`src/rtl/synth_pkg.sv`:
```
// Shared constants for the keypad tone generator: key count, counter width,
// note period table (C4..D5 at 10 MHz) and the half-period helper.
package synth_pkg;

    localparam int NUM_KEYS = 15;
    localparam int CNT_W    = 16;

    localparam logic [CNT_W-1:0] CNT_ZERO = {CNT_W{1'b0}};
    localparam logic [CNT_W-1:0] CNT_ONE  = {{(CNT_W-1){1'b0}}, 1'b1};

    // Equal-tempered periods in clk cycles, round(1e7 / f), semitone k above C4
    localparam logic [CNT_W-1:0] NOTE_PERIOD [0:NUM_KEYS-1] = '{
        16'd38223, 16'd36077, 16'd34052, 16'd32141, 16'd30337,
        16'd28635, 16'd27027, 16'd25511, 16'd24079, 16'd22727,
        16'd21452, 16'd20248, 16'd19111, 16'd18039, 16'd17026
    };

    function automatic logic [CNT_W-1:0] half_period(input logic [CNT_W-1:0] n);
        return n >> 1;
    endfunction

endpackage

```
`src/rtl/tone_divider.sv`:
```
// Period counter and 50%-duty compare; output high for floor(N/2) cycles,
// then low for the rest of the N-cycle period.
module tone_divider
    import synth_pkg::*;
(
    input  logic             clk,
    input  logic             n_rst,
    input  logic             run,
    input  logic [CNT_W-1:0] period,
    input  logic             restart,
    output logic             pwm_o
);

    logic [CNT_W-1:0] cnt_r;
    logic [CNT_W-1:0] cnt_nxt_s;
    logic             pwm_nxt_s;

    // Next counter value and output level
    always_comb begin
        cnt_nxt_s = cnt_r;
        pwm_nxt_s = 1'b0;
        if (!run) begin
            cnt_nxt_s = CNT_ZERO;
            pwm_nxt_s = 1'b0;
        end else if (restart) begin
            cnt_nxt_s = CNT_ZERO;
            pwm_nxt_s = 1'b1;
        end else begin
            pwm_nxt_s = (cnt_r < half_period(period));
            // >= rather than == so a shorter note picked mid-period wraps at once
            if (cnt_r >= (period - CNT_ONE)) begin
                cnt_nxt_s = CNT_ZERO;
            end else begin
                cnt_nxt_s = cnt_r + CNT_ONE;
            end
        end
    end

    // Counter and output flops
    always_ff @(posedge clk) begin
        if (!n_rst) begin
            cnt_r <= CNT_ZERO;
            pwm_o <= 1'b0;
        end else begin
            cnt_r <= cnt_nxt_s;
            pwm_o <= pwm_nxt_s;
        end
    end

endmodule

```
`src/rtl/synth_top.sv`:
```
// Keypad square-wave synth top: priority-encodes the keypad, looks up the note
// period and drives tone_divider. Optional macro SYNTH_RESTART_EN restarts phase on key change.
module synth_top
    import synth_pkg::*;
(
    input  logic                clk,
    input  logic                n_rst,
    input  logic                en,
    input  logic [NUM_KEYS-1:0] keypad_i,
    output logic                pwm_o
);

    logic [3:0]       key_idx_s;
    logic             key_vld_s;
    logic [CNT_W-1:0] period_s;
    logic             run_s;
    logic             restart_s;

    // Lowest set keypad bit wins; index 15 means no key
    always_comb begin
        key_idx_s = 4'd15;
        key_vld_s = 1'b0;
        for (int k = NUM_KEYS - 1; k >= 0; k--) begin
            if (keypad_i[k]) begin
                key_idx_s = 4'(k);
                key_vld_s = 1'b1;
            end else begin
                key_vld_s = key_vld_s;
            end
        end
    end

    // Note period lookup
    always_comb begin
        if (key_vld_s) begin
            period_s = NOTE_PERIOD[key_idx_s];
        end else begin
            period_s = CNT_ZERO;
        end
    end

    assign run_s = en & key_vld_s;

`ifdef SYNTH_RESTART_EN
    logic [3:0] prev_sel_r;

    // Selection seen on the previous edge, 15 = none
    always_ff @(posedge clk) begin
        if (!n_rst) begin
            prev_sel_r <= 4'd15;
        end else begin
            prev_sel_r <= key_idx_s;
        end
    end

    assign restart_s = (key_idx_s != prev_sel_r);
`else
    assign restart_s = 1'b0;
`endif

    tone_divider u_div (
        .clk     (clk),
        .n_rst   (n_rst),
        .run     (run_s),
        .period  (period_s),
        .restart (restart_s),
        .pwm_o   (pwm_o)
    );

endmodule

```
`config.mk`:
```
export PLATFORM = sky130hd
export DESIGN_NAME = synth_top
export DESIGN_NICKNAME = d
export VERILOG_FILES = /design/src/rtl/synth_pkg.sv /design/src/rtl/tone_divider.sv /design/src/rtl/synth_top.sv
export SDC_FILE = /design/constraint.sdc
export NUM_CORES = 1
export LEC_CHECK = 0
export CELL_PAD_IN_SITES_DETAIL_PLACEMENT = 0
export CELL_PAD_IN_SITES_GLOBAL_PLACEMENT = 1
export CORE_UTILIZATION = 29
export CTS_CLUSTER_SIZE = 40
export DETAILED_ROUTE_END_ITERATION = 7
export GPL_ROUTABILITY_DRIVEN = 0
export HOLD_SLACK_MARGIN = 0.12
export PLACE_DENSITY_LB_ADDON = 0.3
export SYNTH_ARGS = -nofsm -noshare
export SYNTH_HDL_FRONTEND = slang
export SYNTH_SLANG_ARGS = --single-unit
```
`constraint.sdc`:
```
create_clock -name clk -period 4.7 [get_ports clk]
set_input_delay 0.94 -clock clk [delete_from_list [all_inputs] [get_ports clk]]
set_output_delay 0.94 -clock clk [all_outputs]
set_load 0.02 [all_outputs]
```
==> flow_metrics.tcl <==
set metrics [dict create \
    seqPwrFrac_pct 33.2 \
    wire_per_inst_um 13.9 \
    power.share.clock_pct 24.6 \
    crit_type "input port to flip-flop" \
    die_area_mm2 0.00799 \
    worstSetupEndpointType "flip-flop" \
    synthAdderAreaFrac_pct 22.6 \
    start_kind "input port" \
    routed_via_density 4.89 \
    num_rows 31 \
    synth_area_leaders "ha_1, dfxtp_1, nor2_1, xor2_1, a21oi_1" \
    synth-xor-area-share_pct 7.91 \
    cts_tree "built" \
    ctsHtreeMaxLevel 1 \
    async_flop_share_pct 0 \
    dr.pass1.iters 4 \
    r2r_start "u_div.cnt_r[0]$_SDFF_PP0_" \
    fin_ws_ns 0.0697 \
    path_buf_inv 5 \
    power.density_mw_per_mm2 133 \
    whs_endpoint "u_div.cnt_r[0]$_SDFF_PP0_" \
    synth_top_cell_by_area "ha_1" \
    crit_chain "buf_6 -> inv_2 -> a21oi_4 -> o21bai_4 -> a2111oi_4 -> o41a_1 -> inv_2 -> buf_4 -> ha_4 -> nor2_1 -> a311oi_2 -> ha_2 -> o2111ai_4 -> nor4b_4 -> nand4_2 -> xor2_1 -> ha_1 -> a21o_1 -> a221oi_2 -> o21ai_1 -> a211o_2 -> clkbuf_16 -> nor2_1" \
    avgSynthCellArea_um2 8.20 \
    synthMuxAreaShare_pct 1.53 \
    status "finished, final reports clean" \
    fillCellCount 731 \
    cts_buffers 3 \
    synthSimpleGateAreaFrac_pct 27.3 \
    r2r_setup_slack_ns 2.38 \
    hold_path_depth 1 \
    synth.distinct_cells 56 \
    rsz0062_at_grt "yes" \
    place_ws_ns -0.629 \
    initial_utilization_pct 30.2 \
    drc 0 \
    slowest_stage "o41a_1" \
    p_sw_mw 0.141 \
    vias 2303 \
    crit_path_max_incr_delay_ns 0.35 \
    grt_usage_pct 17.4 \
    report.final.slew_viol_count 0 \
    clock-sinks 17 \
    clockBufferDepth 2 \
    relSlewSlack_pct 64.3 \
    dp_hpwl_um 5100 \
    grt_max_degree 14 \
    drtIter0Drc 102 \
    max-vdd-ir-drop_v 0.000119 \
    combPwrFrac_pct 42.2 \
    finalWirelength_um 6540 \
    coreArea_mm2 0.00733 \
    regArea_um2 340 \
    design_area_mm2 0.00334 \
    fin_setup_tns_ns 0 \
    antenna_found_initial 0 \
    yosysTopAreaCellShare_pct 22.6 \
    pin_count 19 \
    finClkSkew_ns 0.00215 \
    syn_nets 328 \
    final_net_count 431 \
    finalHoldViolations 0 \
    fmax_ghz 0.216 \
    grt_pass1_vias 2162 \
    cp.required_ns 4.89 \
    ys.warnings.count 0 \
    n_antenna_cell 0 \
    grt.overflow.total 0 \
    place_area_mm2 0.00303 \
    ff2ff_path_depth 10 \
    synth_top_family_by_area "simple AND/OR/NAND/NOR gates" \
    crit_family "compound AO/OA/AOI/OAI gates" \
    tightest_slew_ns 0.531 \
    internal-power_mw 0.302 \
    hp-start "u_div.cnt_r[0]$_SDFF_PP0_" \
    drive_gt1_share_pct 39.5 \
    synthFlopType "dfxtp_1" \
    drv_cap 0 \
    synth_edf_count 0 \
    regToRegEndpoint "u_div.cnt_r[12]$_SDFF_PP0_" \
    clk_pin_slew_ns 0.07 \
    detail-route-antenna-nets 0 \
    synth_commonest_cells "nor2_1, ha_1, dfxtp_1, nand2_1, a21oi_1" \
    grt_pass1_wl_um 10700 \
    period_needed_ns 4.63 \
    area_growth_pct 50.9 \
    crit_fanout 8 \
    synth.most_common_cell "nor2_1" \
    root_buffer "clkbuf_8" \
    setup_violations 0 \
    synth-compound-area-share_pct 21.4 \
    finalCritPeriodShare_pct 98.5 \
    synth_area_mm2 0.00221 \
    cellLeakagePower_nw 1.53 \
    io_buffers 18 \
    ys_ff_latch 17 \
    insertion_delay_ns 0.25 \
    netlist_instances 270 \
    critical_path_arrival_ns 4.82 \
    netSwitchingFraction_pct 31.7 \
    fp.dieW_um 89.4 \
    seq_area_frac_synth_pct 15.4 \
    die_h_um 89.4 \
    cts_hold_buf 0 \
    multi_input_area_mm2 0.00197 \
    hold_class "flip-flop to flip-flop" \
]
-- cell usage in the layout (no fill, tap or decap), drive strengths merged, types with 5 or more instances in the layout --
cell type	count
a21o	8
a21oi	16
and3	6
buf	89
clkbuf	8
dfxtp	17
dlygate4sd2	5
ha	40
inv	13
nand2	18
nand3	10
nand4	6
nor2	42
nor3	7
o21ai	10
xnor2	8
xor2	12
-- logic make-up after synthesis --
| logic type | Yosys count |
|---|---|
| compound gates | 62 |
| mux | 3 |
| xor+xnor | 20 |
| buf+inv | 18 |
| fa+ha+maj | 40 |
| flops | 17 |
| simple gates | 110 |
-- registers in the layout, indices dropped and copies added, names as in the netlist --
signal and count:
u_div.cnt_r 16, u_div.pwm_o 1
-- layout make-up --
cell class | instances | share of cell area [%]
clock buffers | 4 | 1.35
multi-input cells | 235 | 58.8
inverters | 13 | 1.46
well taps | 99 | 3.71
flip-flops and latches | 17 | 10.2
repair buffers | 103 | 24.5
-- through the flow --
stage                     power (mW)  utilization [%]  std cells  hold slack (ns)
after floorplan                0.223                -        270            0.448
final                          0.443             45.6        471            0.532
after detailed placement       0.310             41.4        453            0.510
after global placement         0.310             41.4        453            0.501
after global routing           0.472             45.6        471            0.582
after CTS                      0.438             45.0        468            0.529
-- worst max path at each step --
stage	cells past startpoint	from	to
floorplan	19	keypad_i[4]	u_div.cnt_r[9]$_SDFF_PP0_
global placement	23	keypad_i[13]	u_div.cnt_r[12]$_SDFF_PP0_
detailed placement	23	keypad_i[13]	u_div.cnt_r[6]$_SDFF_PP0_
CTS	22	keypad_i[4]	u_div.cnt_r[9]$_SDFF_PP0_
global route	21	keypad_i[10]	u_div.cnt_r[2]$_SDFF_PP0_
finish	23	keypad_i[13]	u_div.cnt_r[12]$_SDFF_PP0_
-- worst reg2reg max path: stages (launching register included) --
cell	delay [ns]
dfxtp_1	0.47
inv_1	0.07
ha_1	0.28
nand2b_1	0.14
a21o_1	0.18
a21o_1	0.18
a21oi_1	0.16
o21ai_0	0.14
a211o_2	0.38
clkbuf_16	0.18
nor2_1	0.07
-- metal layers --
layer  GRT usage, %  wire length [um]  share of wire (%)  vias up
met1           26.3              3350                 51     1074
met3           2.49               245                3.7        2
met2           27.1              2940                 45       27
li1               -                 -                  -     1200
met5              0                 0                  0        -
met4          0.866                13               0.20        0
-- timing repair --
item / in CTS / in global routing
cloned: 1 / 0
resized for setup: 69 / 20
pin swaps: 36 / 14
setup endpoints to repair: 17 / 17
buffers inserted: 10 / 3
-- power groups by stage --
stage | clock [mW] | combinational [mW] | sequential [mW]
after CTS | 0.111 | 0.180 | 0.147
after global routing | 0.120 | 0.205 | 0.147
after detailed placement | 0 | 0.160 | 0.150
final | 0.109 | 0.187 | 0.147
after floorplan | 0 | 0.0732 | 0.150
after global placement | 0 | 0.160 | 0.150
Power figures use the tool's default switching activity.
